$ cat config.mk
export PLATFORM = sky130hd
export DESIGN_NAME = tawas_regfile
export DESIGN_NICKNAME = d
export VERILOG_FILES = /design/src/rtl/tawas_regfile.sv
export SDC_FILE = /design/constraint.sdc
export NUM_CORES = 2
export LEC_CHECK = 0
export CORE_MARGIN = 5
export CORE_UTILIZATION = 45
export CTS_CLUSTER_DIAMETER = 60
export DETAILED_ROUTE_END_ITERATION = 16
export SYNTH_ARGS = -nofsm -noshare
export SYNTH_HDL_FRONTEND = slang
export SYNTH_SLANG_ARGS = --single-unit
$ cat constraint.sdc
create_clock -name clk -period 69.4 [get_ports clk]
set_clock_uncertainty 0.15 [all_clocks]
set_input_delay 10.41 -clock clk [delete_from_list [all_inputs] [get_ports clk]]
set_output_delay 10.41 -clock clk [all_outputs]
set_load 0.02 [all_outputs]
$ cat src/rtl/tawas_regfile.sv
// Per-thread register file (4 threads x 8 regs x 32b) with AU/LS writeback arbitration,
// a 1-entry LS pending buffer with read forwarding, and optional parity (TAWAS_RF_PARITY_EN).
module tawas_regfile #(
   parameter logic [31:0] RST_VAL = 32'h0
) (
   input  logic        clk,
   input  logic        rst,
   input  logic [1:0]  slice,
   input  logic [2:0]  ra_sel,
   output logic [31:0] ra,
   input  logic [2:0]  rb_sel,
   output logic [31:0] rb,
   input  logic        au_rc_vld,
   input  logic [2:0]  au_rc_sel,
   input  logic [31:0] au_rc,
   input  logic        ls_wr_vld,
   output logic        ls_wr_rdy,
   input  logic [1:0]  ls_wr_thread,
   input  logic [2:0]  ls_wr_sel,
   input  logic [31:0] ls_wr_data,
   input  logic [4:0]  dbg_sel,
   output logic [31:0] dbg_data,
   output logic        par_err,
   output logic [1:0]  par_err_thr
);

   logic [31:0] regs_q [32];
   logic [31:0] regs_d [32];
   logic        pend_vld_q, pend_vld_d;
   logic [4:0]  pend_addr_q, pend_addr_d;
   logic [31:0] pend_data_q, pend_data_d;
   logic [31:0] dbg_data_q, dbg_data_d;

   logic [1:0]  au_thr;
   logic [4:0]  ra_addr, rb_addr;
   logic        ls_acc, fwd_a, fwd_b;
   logic        wr_en, wr_from_pend;
   logic [4:0]  wr_addr;
   logic [31:0] wr_data;

   // AU writeback lands two slices after the issuing slice.
   assign au_thr    = slice + 2'd2;
   assign ra_addr   = {slice, ra_sel};
   assign rb_addr   = {slice, rb_sel};
   assign ls_wr_rdy = !pend_vld_q;
   assign ls_acc    = ls_wr_vld && !pend_vld_q;
   assign fwd_a     = pend_vld_q && (pend_addr_q == ra_addr);
   assign fwd_b     = pend_vld_q && (pend_addr_q == rb_addr);
   assign ra        = fwd_a ? pend_data_q : regs_q[ra_addr];
   assign rb        = fwd_b ? pend_data_q : regs_q[rb_addr];
   assign dbg_data  = dbg_data_q;

   always_comb begin
      wr_en        = 1'b0;
      wr_from_pend = 1'b0;
      wr_addr      = 5'd0;
      wr_data      = 32'd0;
      pend_vld_d   = pend_vld_q;
      pend_addr_d  = pend_addr_q;
      pend_data_d  = pend_data_q;
      if (au_rc_vld) begin
         wr_en   = 1'b1;
         wr_addr = {au_thr, au_rc_sel};
         wr_data = au_rc;
         if (ls_acc) begin
            pend_vld_d  = 1'b1;
            pend_addr_d = {ls_wr_thread, ls_wr_sel};
            pend_data_d = ls_wr_data;
         end
      end else if (pend_vld_q) begin
         wr_en        = 1'b1;
         wr_from_pend = 1'b1;
         wr_addr      = pend_addr_q;
         wr_data      = pend_data_q;
         pend_vld_d   = 1'b0;
      end else if (ls_acc) begin
         wr_en   = 1'b1;
         wr_addr = {ls_wr_thread, ls_wr_sel};
         wr_data = ls_wr_data;
      end
   end

   always_comb begin
      regs_d = regs_q;
      if (wr_en) regs_d[wr_addr] = wr_data;
      dbg_data_d = regs_q[dbg_sel];
   end

   always_ff @(posedge clk or posedge rst) begin
      if (rst) begin
         for (int i = 0; i < 32; i++) regs_q[i] <= RST_VAL;
         pend_vld_q  <= 1'b0;
         pend_addr_q <= 5'd0;
         pend_data_q <= 32'd0;
         dbg_data_q  <= 32'd0;
      end else begin
         regs_q      <= regs_d;
         pend_vld_q  <= pend_vld_d;
         pend_addr_q <= pend_addr_d;
         pend_data_q <= pend_data_d;
         dbg_data_q  <= dbg_data_d;
      end
   end

`ifdef TAWAS_RF_PARITY_EN
   logic        par_q [32];
   logic        par_d [32];
   logic        pend_par_q, pend_par_d;
   logic        exp_par_a, exp_par_b, err;
   logic        par_err_q, par_err_d;
   logic [1:0]  par_err_thr_q, par_err_thr_d;

   // Stored bit makes data^parity even; a forwarded read checks the pending copy.
   assign exp_par_a = fwd_a ? pend_par_q : par_q[ra_addr];
   assign exp_par_b = fwd_b ? pend_par_q : par_q[rb_addr];
   assign err       = ((^ra) != exp_par_a) || ((^rb) != exp_par_b);

   always_comb begin
      par_d      = par_q;
      pend_par_d = pend_par_q;
      if (wr_en) par_d[wr_addr] = wr_from_pend ? pend_par_q : ^wr_data;
      if (au_rc_vld && ls_acc) pend_par_d = ^ls_wr_data;
      par_err_d     = err;
      par_err_thr_d = err ? slice : par_err_thr_q;
   end

   always_ff @(posedge clk or posedge rst) begin
      if (rst) begin
         for (int i = 0; i < 32; i++) par_q[i] <= ^RST_VAL;
         pend_par_q    <= 1'b0;
         par_err_q     <= 1'b0;
         par_err_thr_q <= 2'd0;
      end else begin
         par_q         <= par_d;
         pend_par_q    <= pend_par_d;
         par_err_q     <= par_err_d;
         par_err_thr_q <= par_err_thr_d;
      end
   end

   assign par_err     = par_err_q;
   assign par_err_thr = par_err_thr_q;
`else
   assign par_err     = 1'b0;
   assign par_err_thr = 2'd0;
`endif

endmodule
After elaboration in Yosys (flattened, before gate mapping)
Index checks and enable logic that the tools add are counted.
{"block": "word_totals", "word_cells": 80, "register_bits": 1094, "in_bits": 89}
{"block": "classes", "magnitude_cmp": 5, "mux": 25, "bitwise_logic": 4, "reduce_logical": 6, "eq_ne": 3, "n_addsub": 1}
{"operator": "1024-bit bitwise mux", "count": 1}
{"operator": "32-bit binary-select mux with 5-bit select", "count": 3}
{"operator": "32-bit two-way mux", "count": 12}
{"operator": "32-bit demux with 5-bit select", "count": 1}
{"operator": "6-bit >= comparator (second input constant)", "count": 4}
{"operator": "5-bit NOT with 6-bit output", "count": 4}
{"operator": "5-bit two-way mux", "count": 3}
{"operator": "5-bit equality test", "count": 2}
{"operator": "6-bit by 1-bit < comparator with 1-bit output (second input constant)", "count": 1}
{"operator": "1-bit two-way mux", "count": 5}
{"operator": "1-bit logical AND", "count": 4}
{"operator": "2-bit adder (second input constant)", "count": 1}
{"operator": "2-bit by 1-bit != test with 1-bit output (second input constant)", "count": 1}
{"operator": "2-bit AND reduction", "count": 1}
{"operator": "1-bit logical NOT", "count": 1}

Depth between registers and ports, before layout
{"block": "depth", "word_depth": 11, "ltp_mapped": 8, "depth_no_buf": 5}

Worst setup path after synthesis
No wires, ideal clock.
{"block": "synth_path", "path_type": "input port to output port", "startpoint": "input rb_sel[0]", "endpoint": "output rb[10]", "path_slack_ps": 46439, "arrival_ps": 12401, "required_time_ps": 58840, "n_path_buf": 3, "stages": 7, "cell_sequence": "buf_2 -> buf_2 -> buf_2 -> mux2i_1 -> a221oi_1 -> o22ai_1 -> o41ai_1"}
{"block": "synth_between", "elab_chain_cells": 5, "elab_cells_between_ends": 7, "classes_between": "1 x eq/ne; 4 x mux; 1 x bitwise; 1 x reduce/logical"}
{"item": "start: declaration", "line_no": "11", "text": "input logic [2:0] rb_sel,"}
{"item": "5-bit NOT with 6-bit output (implied by the code)", "line_no": "50", "text": "assign rb = fwd_b ? pend_data_q : regs_q[rb_addr];"}
{"item": "32-bit binary-select mux with 5-bit select", "line_no": "50"}
{"item": "32-bit two-way mux (implied by the code) (2 in series)", "line_no": "50"}
{"item": "32-bit two-way mux *", "line_no": "50"}
{"item": "end: declaration", "line_no": "12", "text": "output logic [31:0] rb,"}
Every way passes the cells marked *; elsewhere a longest branch is shown, timed or not. The select of a mux whose other input is x is not followed.

Worst setup path after layout
{"block": "layout_path", "startpoint": "input rb_sel[0]", "endpoint": "output rb[11]"}
The elaborated chain is that of the path after synthesis.

==> impl_metrics.ini <==
[detailed_routing]
routedWlPerCell_um = 33.13
vias = 47430
avgViaCountPerCell = 6.796
drtPass1Iterations = 6
post-route-drc-count = 0
wl_um = 231200
drtAntennaViolNets = 0
drtIter0Drc = 4730

[grt]
grt_pass1_wl_um = 338300
antenna_found_initial = 6
track_usage = 0.2902
grt_pass1_vias = 47710
globalRouteOverflowTotal = 0
grt_max_degree = 154

[timing]
whs_ns = 0.3920
setup_tns_ns = 0
period_share = 0.3855
setup_viol = 0
post-route-min-period_ns = 26.76
hold_violations = 0
final_max_slew_viol_count = 0
slew_headroom = 0.1113
rsz0062_at_grt = no
fmax_ghz = 0.03738
tightest_slew_ns = 1.333

[die]
die_w_um = 395.4
fp-row-count = 141
dieArea_um2 = 156400
start_util = 0.4527
die_h_um = 395.4
core_region_area_um2 = 147700
ioPinCount = 189

[pwr]
p_int_mw = 1.846
p_sw_mw = 0.8863
powerDensity_nw_per_um2 = 36.72
pwr-share-comb = 0.314
power_frac_seq = 0.417
pwr-share-clk = 0.268
ir_drop_mv = 0.02088
power_mw = 2.732
p_leak_nw = 32.86
netSwitchingFraction = 0.3244

[worst_setup_path]
crit_fanout = 65
crit_top_cell = buf_4
critPathBufInv = 5
crit_path_top_delay_cell = buf_4
slowest_delay_ns = 0.91
cp-end-kind = primary output
worstPathCellList = buf_8 -> buf_4 -> buf_4 -> buf_4 -> mux2i_1 -> a22o_1 -> a221oi_1 -> o22ai_1 -> o41ai_1 -> clkdlybuf4s50_1
crit_cells = 10
arrival_ns = 16.20
timing_worst_setup_path_type = in2out
cp.required_ns = 58.84
critPathLaunchType = input pin
rr_worst_depth = 7
crit_family = buffers and inverters

[hold_path]
hold_class = reg2reg
worstHoldPathCells = 1

[synth]
syn_area_per_cell_um2 = 13.13
synthCells = 5092
ys_seq_area_frac = 0.4095
synth-seq-cells = 1094
yosys.area_share.adder = 0
synth_top_area_frac = 0.4095
synth.area.mux_share = 0.4453
synth_top_family_by_area = multiplexers
synth_edf_count = 0
synth-xor-area-share = 0.001048
yosys_warnings = 0
synthTopCellsByArea = dfrtp_1, mux2_2, mux2i_1
async_flop_share = 1.000
syn_area_um2 = 66850
synth-simple-area-share = 0.01170
synth_ff_type = dfrtp_1
yosys.area.top_type = dfrtp_1
synth_cell_types = 41
synth_compound_area_frac = 0.09344

[clock_network]
cts.clk_slew.worst_paths_ns = 0.06
cts_buffer_depth = 3
htree_levels = 4
cts_root_buf = clkbuf_16
cts_resized = 0
numCtsBuffers = 135
cts_setup_buffers = 0
ctsHoldBuffers = 0
cts_tree = done
numClockSinks = 1094
clock_latency_ns = 0.78

[cells_and_area]
drive_above_1_share = 0.3570
areaGrowthSynthToFinish_pct = 11.31
fin_nets = 5039
nFillCells = 12750
layout_common_cells = dfrtp_1, mux2_2, mux2i_1
final_common_cell = dfrtp_1

[placed_design]
hpwl_um = 117200
portBuffers = 185
gp_congestion = 0.7734

[run]
max-cap-violations = 0

[outcome]
status = complete, no violations
==> worst reg2reg max path: stages, from the launching register on <==
cell	delay (ns)
dfrtp_4	0.75
buf_4	0.50
nand2_1	0.17
a31oi_1	0.64
nand2_1	0.36
nor2_4	0.74
buf_4	0.68
mux2_2	0.47
==> worst paths after layout <==
kind	start	end	slack, ns
setup / recovery	rb_sel[0]	rb[11]	42.64
hold / removal	regs_q[905]	regs_q[905]	0.39
setup reg to reg	pend_vld_q	regs_q[272]	64.80
hold reg to reg	regs_q[905]	regs_q[905]	0.39
max in group asynchronous	rst	regs_q[143]	54.61
min in group asynchronous	rst	regs_q[448]	9.94
==> synth_stat cells, drive strengths merged (3+ instances only) <==
master / n
dfrtp: 1094
nand2: 126
nor2: 17
o21ai: 32
o22ai: 96
o41ai: 32
a21oi: 64
buf: 316
mux2: 1093
and2: 4
a31oi: 5
inv: 3
a22oi: 160
nor2b: 10
a31o: 4
nand3b: 5
nor3: 5
clkbuf: 243
o31ai: 33
a221oi: 192
nand3: 4
a22o: 192
mux2i: 1024
mux4: 320
xor2: 6
==> logic make-up (layout without fill, tap and decap cells) <==
kind of cell    Yosys count  in the layout
flops                  1094           1094
simple gates            180            180
buf+inv                 562            516
xor+xnor                  8              8
compound gates          810            810
other cells               1              4
mux                    2437           2437
==> layout make-up <==
class                      instances  area [µm²]  area share
multi-input combinational       3438       37320      0.5015
tap                             1930        2415     0.03245
timing repair buffer             278        2689     0.03614
inverter                           3       18.77   0.0002522
clock buffer                     199        4076     0.05478
clock inverter                    36       508.0    0.006827
sequential                      1094       27380      0.3680
antenna                            1       2.502  0.00003363
==> metrics by stage <==
stage	utilization	setup WS (ns)	area [µm²]	std cells
final	0.5039	42.64	74410	6979
after global placement	0.4728	42.57	69820	6743
after global routing	0.5039	42.46	74410	6978
after floorplan	-	28.04	66850	5094
after CTS	0.5039	42.58	74410	6978
after detailed placement	0.4728	42.57	69820	6743
==> registers in the layout, summed over array words and instances (netlist names) <==
register	cells
dbg_data	32
pend_addr_q	5
pend_data_q	32
pend_vld_q	1
regs_q	1024
==> layer usage <==
| layer | up-vias | wire, µm | track usage |
|---|---|---|---|
| li1 | 19680 | - | - |
| met1 | 25120 | 100700 | 0.4121 |
| met2 | 2138 | 101600 | 0.4331 |
| met3 | 487 | 19220 | 0.06579 |
| met4 | 0 | 9658 | 0.1141 |
| met5 | - | 0 | 0 |
==> power groups by stage <==
| stage | registers, mW | clock network [mW] | logic (mW) |
|---|---|---|---|
| 2_1_floorplan | 1.08 | 0 | 0.660 |
| 3_3_place_gp | 1.13 | 0 | 0.839 |
| 3_5_place_dp | 1.14 | 0 | 0.856 |
| 4_1_cts | 1.13 | 0.746 | 0.859 |
| 5_1_grt | 1.18 | 0.772 | 0.925 |
| 6_report | 1.14 | 0.733 | 0.858 |
No activity file was read; power rests on OpenSTA's default activity.
